### src/rtl/led_sched_pkg.sv
// Shared types and defaults for the LED event scheduler.
// The state enum is shared so the scheduler and any viewers agree on encoding.
package led_sched_pkg;

   localparam int N_EVT_DEF      = 4;
   localparam int HOLD_TICKS_DEF = 2;

   typedef enum logic [1:0] {
      IDLE = 2'd0,
      SHOW = 2'd1,
      GAP  = 2'd2
   } state_t;

   // Index width for an N-entry vector; never below one bit.
   function automatic int idx_w(input int n);
      return (n > 1) ? $clog2(n) : 1;
   endfunction

endpackage

### src/rtl/led_rr_arbiter.sv
// Combinational round-robin picker: searches upward from last+1, wrapping at N_EVT-1.
// Zero latency; no flow control, found=0 when no request is present.
module led_rr_arbiter
   import led_sched_pkg::*;
#(
   parameter int N_EVT = N_EVT_DEF,
   parameter int IW    = idx_w(N_EVT)
) (
   input  logic [N_EVT-1:0] req,
   input  logic [IW-1:0]    last,
   output logic [N_EVT-1:0] gnt,
   output logic [IW-1:0]    idx,
   output logic             found
);

   always_comb begin
      int            j;
      logic [IW-1:0] jj;
      gnt   = '0;
      idx   = '0;
      found = 1'b0;
      j     = 0;
      jj    = '0;
      // k runs 1..N_EVT so the last granted source is considered last.
      for (int k = 1; k <= N_EVT; k++) begin
         j = int'(last) + k;
         if (j >= N_EVT) j = j - N_EVT;
         jj = IW'(j);
         if (!found && req[jj]) begin
            found   = 1'b1;
            gnt[jj] = 1'b1;
            idx     = jj;
         end
      end
   end

endmodule

### src/rtl/led_event_sched.sv
// Latches event pulses and shows them one at a time on a one-hot LED bus, round-robin.
// Optional blinking of the shown LED is enabled by defining LED_SCHED_BLINK_EN.
module led_event_sched
   import led_sched_pkg::*;
#(
   parameter int N_EVT      = N_EVT_DEF,
   parameter int HOLD_TICKS = HOLD_TICKS_DEF
) (
   input  logic             clk,
   input  logic             resetN,
   input  logic             tick,
   input  logic [N_EVT-1:0] evt_in,
   output logic [N_EVT-1:0] led_out,
   output logic [N_EVT-1:0] pending,
   output logic             busy,
   output logic [7:0]       drop_cnt
);

   localparam int            IW        = idx_w(N_EVT);
   localparam logic [IW-1:0] PTR_RST   = IW'(N_EVT - 1);
   localparam logic [3:0]    HOLD_INIT = 4'(HOLD_TICKS);

   state_t           state;
   logic [3:0]       hold_cnt;
   logic [IW-1:0]    rr_ptr;
   logic [N_EVT-1:0] show_vec;

   logic [N_EVT-1:0] arb_gnt;
   logic [IW-1:0]    arb_idx;
   logic             arb_found;

   logic             grant;
   logic [N_EVT-1:0] clr_vec;
   logic [N_EVT-1:0] coal_vec;
   logic [3:0]       coal_num;
   logic [8:0]       drop_sum;

   led_rr_arbiter #(
      .N_EVT (N_EVT),
      .IW    (IW)
   ) u_arb (
      .req   (pending),
      .last  (rr_ptr),
      .gnt   (arb_gnt),
      .idx   (arb_idx),
      .found (arb_found)
   );

   assign grant   = (state == IDLE) && arb_found;
   assign clr_vec = grant ? arb_gnt : '0;
   // A new pulse on the source being granted re-arms it rather than counting as a drop.
   assign coal_vec = evt_in & pending & ~clr_vec;

   always_comb begin
      coal_num = '0;
      for (int i = 0; i < N_EVT; i++) begin
         coal_num = coal_num + 4'(coal_vec[i]);
      end
   end

   assign drop_sum = {1'b0, drop_cnt} + 9'(coal_num);

   always_ff @(posedge clk or negedge resetN) begin
      if (!resetN) begin
         pending  <= '0;
         drop_cnt <= '0;
      end else begin
         pending  <= (pending & ~clr_vec) | evt_in;
         drop_cnt <= drop_sum[8] ? 8'hFF : drop_sum[7:0];
      end
   end

   always_ff @(posedge clk or negedge resetN) begin
      if (!resetN) begin
         state    <= IDLE;
         led_out  <= '0;
         busy     <= 1'b0;
         hold_cnt <= '0;
         rr_ptr   <= PTR_RST;
         show_vec <= '0;
      end else begin
         case (state)
            IDLE: begin
               if (grant) begin
                  state    <= SHOW;
                  led_out  <= arb_gnt;
                  show_vec <= arb_gnt;
                  rr_ptr   <= arb_idx;
                  hold_cnt <= HOLD_INIT;
                  busy     <= 1'b1;
               end
            end
            SHOW: begin
               if (tick) begin
                  if (hold_cnt <= 4'd1) begin
                     state    <= GAP;
                     led_out  <= '0;
                     hold_cnt <= '0;
                  end else begin
                     hold_cnt <= hold_cnt - 4'd1;
`ifdef LED_SCHED_BLINK_EN
                     led_out  <= (|led_out) ? '0 : show_vec;
`else
                     led_out  <= show_vec;
`endif
                  end
               end
            end
            GAP: begin
               if (tick) begin
                  state <= IDLE;
                  busy  <= 1'b0;
               end
            end
            default: begin
               state   <= IDLE;
               led_out <= '0;
               busy    <= 1'b0;
            end
         endcase
      end
   end

endmodule

### config.mk
export PLATFORM = sky130hd
export DESIGN_NAME = led_event_sched
export DESIGN_NICKNAME = d
export VERILOG_FILES = /design/src/rtl/led_sched_pkg.sv /design/src/rtl/led_rr_arbiter.sv /design/src/rtl/led_event_sched.sv
export SDC_FILE = /design/constraint.sdc
export NUM_CORES = 1
export LEC_CHECK = 0
export BUFFER_PORTS_ARGS = -buffer_cell sky130_fd_sc_hd__buf_2
export CAP_MARGIN = 20
export CORE_AREA = 2 2 70 72
export CTS_CLUSTER_DIAMETER = 40
export DETAILED_ROUTE_END_ITERATION = 10
export DIE_AREA = 0 0 72 74
export GPL_ROUTABILITY_DRIVEN = 0
export PLACE_DENSITY_LB_ADDON = 0.2
export SYNTH_ARGS = -nofsm -noshare
export SYNTH_HDL_FRONTEND = slang
export SYNTH_HIERARCHICAL = 1
export SYNTH_SLANG_ARGS = --single-unit
### constraint.sdc
create_clock -name clk -period 6 [get_ports clk]
set_clock_uncertainty 0.1 [all_clocks]
set_input_delay 0.3 -clock clk [delete_from_list [all_inputs] [get_ports clk]]
set_output_delay 0.3 -clock clk [all_outputs]
set_load 0.005 [all_outputs]
# Yosys cells after proc, flatten, opt, wreduce, memory -nomap -nowiden
# Cells that the tools add are included.
[totals]
reg_bits = 29
latchBits = 0
mem_bits_ro = 0
out_inout_bits = 17
word_cells = 118
in_bits = 7
memories = 0
ram_bits = 0
[op_classes]
multipliers = 0
shift = 0
bitwise = 10
n_lt_le_gt_ge = 13
n_eq_ne = 6
n_reduce_logical = 18
div_mod_pow = 0
n_mux = 50
add_sub_neg = 13
[op_table]
columns = ["operator", "count"]
rows = [
  ["4-bit two-way mux", 11],
  ["2-bit two-way mux", 12],
  ["4-bit OR", 4],
  ["1-bit two-way mux", 14],
  ["4-bit AND", 3],
  ["2-bit by 3-bit < comparator with 1-bit output, second input constant", 4],
  ["4-bit case mux with 3 select lines", 1],
  ["8-bit by 4-bit adder with 9-bit output", 1],
  ["3-bit >= comparator, second input constant", 3],
  ["3-bit AND reduction", 3],
  ["1-bit binary-select mux with 2-bit select", 4],
  ["1-bit demux with 2-bit select", 4],
  ["2-bit by 1-bit >= comparator with 1-bit output, second input constant", 4],
  ["1-bit logical AND", 8],
  ["8-bit two-way mux", 1],
  ["2-bit inequality test, second input constant", 4],
  ["4-bit case mux with 2 select lines", 1],
  ["2-bit by 1-bit subtractor with 2-bit output, second input constant", 4],
  ["2-bit by 2-bit adder with 3-bit output, second input constant", 2],
  ["2-bit case mux with 3 select lines", 1],
  ["2-bit by 3-bit adder with 4-bit output, second input constant", 1],
  ["3-bit by 1-bit adder with 4-bit output", 1],
  ["4-bit by 3-bit >= comparator with 1-bit output, second input constant", 1],
  ["4-bit by 1-bit <= comparator with 1-bit output, second input constant", 1],
  ["other kinds (14)", 17],
]

# Depth between registers and ports, before layout
[depth]
word_depth = 24
ltp_mapped = 18
mapped_depth_nobuf = 16

# Hierarchy
# Netlist, hierarchy kept.
[modules_own_cells]
columns = ["module", "cells_per_inst", "area_per_inst_um2", "n_inst"]
rows = [
  ["led_event_sched", 138, 1456.4, 1],
  ["led_rr_arbiter", 68, 525.5, 1],
]

# Least setup slack after synthesis
# No wires, ideal clock.
[synth_timing]
path_kind = "flip-flop to flip-flop"
startpoint = "register rr_ptr[0]"
endpoint = "register drop_cnt[6]"
synth_period_minus_slack_ns = 3.978
path_stages_with_launch = 18
setup_slack_ns = 2.022
t_required_ns = 5.776
setup_ns = 0.124
n_path_buf = 2
t_arrival_ns = 3.753
cell_sequence = "dfstp_2 -> buf_4 -> inv_2 -> ha_1 -> buf_6 -> mux2i_4 -> o21ai_1 -> a221o_1 -> nand2_1 -> nand3_1 -> fa_1 -> fa_1 -> inv_1 -> fa_1 -> and3_1 -> nand3_1 -> nor3_1 -> a21oi_1"
[synth_between]
elab_cells_between_ends = 70
cone_classes = "add/sub: 12; order compare: 12; mux: 30; bitwise: 5; reduce/logical: 11"
[synth_lines]
columns = ["element", "line_no", "text"]
rows = [
  ["start, declared", "led_event_sched.sv:25", "logic [IW-1:0] rr_ptr;"],
  ["start signal, assigned", "led_event_sched.sv:88", "rr_ptr <= arb_idx;"],
  ["branches (longest 14 deep; another with 2-bit by 1-bit adder with 3-bit output)", "-", ""],
  ["4-bit two-way mux (*)", "led_rr_arbiter.sv:29", "if (!found && req[jj]) begin"],
  ["net arb_gnt[0]", "led_event_sched.sv:28", "logic [N_EVT-1:0] arb_gnt;"],
  ["4-bit two-way mux (*)", "led_event_sched.sv:50", "assign clr_vec = grant ? arb_gnt : '0;"],
  ["4-bit NOT (*)", "led_event_sched.sv:52", "assign coal_vec = evt_in & pending & ~clr_vec;"],
  ["4-bit AND (*)", "led_event_sched.sv:52", ""],
  ["1-bit by 1-bit adder with 2-bit output (*)", "led_event_sched.sv:57", "coal_num = coal_num + 4'(coal_vec[i]);"],
  ["2-bit by 1-bit adder with 3-bit output (*)", "led_event_sched.sv:57", ""],
  ["3-bit by 1-bit adder with 4-bit output (*)", "led_event_sched.sv:57", ""],
  ["8-bit by 4-bit adder with 9-bit output (*)", "led_event_sched.sv:61", "assign drop_sum = {1'b0, drop_cnt} + 9'(coal_num);"],
  ["8-bit two-way mux (*)", "led_event_sched.sv:69", "drop_cnt <= drop_sum[8] ? 8'hFF : drop_sum[7:0];"],
  ["end signal, assigned", "led_event_sched.sv:69", ""],
  ["end, declared", "led_event_sched.sv:16", "output logic [7:0] drop_cnt"],
]
# Mark *: on every way through the listed nets, which the timed path passes. The select of a mux whose other input is x is not followed.
# A chain may end at the register's enable or synchronous reset.

# Worst setup path in the final report
# Ends and elaborated chain as after synthesis.

==> results.json <==
{
  "die_w_um": 72,
  "grt_pass1_wl_mm": 7.25,
  "grt_pass1_vias": 1545,
  "drc": 0,
  "synthAdderAreaFrac": 0.0997,
  "postSynthAreaPerCell_um2": 9.62,
  "clock_path_buffers": 2,
  "io_pins": 24,
  "yosys.area.top_type": "dfrtp_1",
  "ys_types": 56,
  "critPathCaptureType": "register",
  "wirelength_mm": 4.16,
  "yosysWarnings": 6,
  "cp.required_ns": 6.06,
  "drt_iter0_drc": 49,
  "worst_path_max_delay_cell": "dfstp_2",
  "synth_mux_area_frac": 0.0638,
  "outcome": "finished clean",
  "ys_seq_area_frac": 0.367,
  "period_minus_slack_ns": 4.47,
  "cts_made_buffers": 5,
  "p_leak_nw": 0.995,
  "vias": 1577,
  "synth_area_leaders": "dfrtp_1, ha_1, nand2_1",
  "synth_compound_area_frac": 0.218,
  "crit_path_cell_trace": "inv_2 -> ha_1 -> mux2i_4 -> o21ai_1 -> a221o_1 -> nand2_1 -> nand3_1 -> fa_1 -> fa_1 -> inv_1 -> fa_1 -> and3_1 -> nand3_1 -> nor3_1 -> a21oi_1",
  "syn_nets": 227,
  "vdd_drop_max_mv": 0.255,
  "tns_ns": 0,
  "die_h_um": 74,
  "synth_edf_count": 0,
  "overflow": 0,
  "cp_top_family": "adder cells",
  "clockRootBuffer": "clkbuf_8",
  "antenna_cells": 0,
  "hold_viol_final": 0,
  "finalNonFillerCells": 285,
  "area_growth_pct": 11.0,
  "insertion_delay_ns": 0.28,
  "port_buffers": 23,
  "dr.pass1.iters": 4,
  "placed_cells": 276,
  "start_kind": "register",
  "crit_buf_inv": 2,
  "worstPathArrival_ns": 4.53,
  "crit_path_frequent_cell": "fa_1",
  "path_max_fanout": 17,
  "cts_tree": "done",
  "viasPerCell": 5.53,
  "nets": 251,
  "core_area_um2": 4600,
  "drive_gt1_frac": 0.208,
  "wl_per_cell_um": 14.6,
  "synthCells": 206,
  "finalCritPeriodShare": 0.744,
  "grt_max_degree": 30,
  "htree_levels": 2,
  "track_usage": 0.175,
  "ant_nets": 0,
  "final_util": 0.479,
  "setup_viol": 0,
  "dieArea_um2": 5330,
  "post_synth_and_or_nand_nor_area_fraction": 0.176,
  "maxCapViolations": 0,
  "slew_viol_final": 0,
  "initial_core_util": 0.431,
  "ys.flop_type": "dfrtp_1",
  "criticalPathCategory": "reg2reg",
  "rsz0062_at_grt": "false",
  "cts_sinks": 29,
  "worst_pin_slew_ns": 0.637,
  "antenna_found_initial": 0,
  "fmax_ghz": 0.224,
  "synth_top_family_by_area": "compound AO/OA/AOI/OAI gates",
  "yosys.area.top_type_share": 0.341,
  "synth-async-reset-ratio": 1.00,
  "row_count": 25,
  "p_per_area_nw_per_um2": 582,
  "netlist_area_um2": 1980,
  "hpwl_mm": 3.02,
  "post_synth_xor_area_fraction": 0.00884,
  "maxSlewHeadroom": 0.575,
  "final.fill_count": 436,
  "clkTransAtPathRegs_ns": 0.06,
  "post_cts_resized": 0,
  "hp-class": "in2reg",
  "worst_path_largest_cell_delay_ns": 0.73,
  "ys_ff_latch": 29
}
[final timing paths]
kind                                               from                      end  slack [ns]  depth (start not counted)
worst max-delay path              rr_ptr[0]$_DFFE_PN1P_    drop_cnt[6]$_DFF_PN0_        1.53                         15
worst min-delay path                          evt_in[3]     pending[3]$_DFF_PN0_        0.11                          2
worst max register to register    rr_ptr[0]$_DFFE_PN1P_    drop_cnt[6]$_DFF_PN0_        1.53                         15
worst min register to register  hold_cnt[1]$_DFFE_PN0P_  hold_cnt[1]$_DFFE_PN0P_        0.42                          1
max in group asynchronous                        resetN  show_vec[3]$_DFFE_PN0P_        4.91                          2
min in group asynchronous                        resetN    drop_cnt[1]$_DFF_PN0_        0.47                          2
[sequential cells by signal (all words and copies together) (netlist names)]
name and flops:
hold_cnt 4, busy 1, drop_cnt 8, rr_ptr 2, state 2, led_out 4
pending 4, show_vec 4
[synth_stat cells (all sizes together) (2+ instances only)]
library cell	count
nand2	27
inv	18
nor4	2
a221oi	2
o21ai	17
fa	3
nor3	4
o22ai	3
nand3	8
nor2	13
o221ai	4
a21o	5
a21boi	2
dfrtp	27
and2b	2
buf	6
a22oi	3
a211oi	2
mux2i	5
a21oi	8
dfstp	2
ha	11
mux2	3
a221o	4
nand2b	2
nor2b	6
[layout by cell type, fill, tap and decap left out, types with 5 or more instances in the layout]
cell type / instances
a21o_1: 5
a21oi_1: 7
buf_2: 23
clkbuf_8: 6
dfrtp_1: 27
ha_1: 11
inv_1: 17
nand2_1: 27
nand3_1: 8
nor2_1: 11
nor2b_1: 5
o21ai_0: 12
o21ai_1: 5
[cell type report]
class	instances	area (um^2)	area share
clock buffer	8	90.1	0.0409
inverter	18	67.6	0.0307
multi-input combinational	152	1120	0.510
sequential	29	728	0.331
tap	54	67.6	0.0307
timing repair buffer	24	125	0.0569
[logic make-up after synthesis]
kind of cell / after synthesis
XOR/XNOR: 2
multiplexers: 9
adder cells (fa/ha/maj): 14
AO/OA/AOI/OAI: 58
flip-flops: 29
AND/OR/NAND/NOR: 69
buffers and inverters: 25
[timing repair]
| item | 4_1_cts | 5_1_grt |
|---|---|---|
| hold endpoints to repair | 27 | 0 |
| hold buffers | 1 | 0 |
| setup buffers | 0 | 0 |
[per-layer routing]
metal | part of all wire | global-route usage | up-vias | wire [um]
li1 | - | - | 782 | -
met1 | 0.47 | 0.238 | 758 | 1960
met2 | 0.47 | 0.275 | 27 | 1940
met3 | 0.033 | 0.0393 | 10 | 138
met4 | 0.030 | 0.0692 | 0 | 124
met5 | 0 | 0 | - | 0
[where the power goes]
part           switching [mW]  internal, mW
clock network          0.0721        0.0933
logic                   0.368         0.331
registers               0.130         0.288
[stage by stage]
stage	setup slack [ns]	hold WS [ns]	instance area [um^2]	power, mW
finish	1.53	0.110	2200	1.28
detailed placement	1.53	0.270	2100	1.12
global route	1.20	0.124	2200	1.41
CTS	1.54	0.107	2200	1.29
global placement	1.71	0.267	2100	1.12
floorplan	2.02	-0.0956	1980	0.973
(Power assumes the default switching activity.)
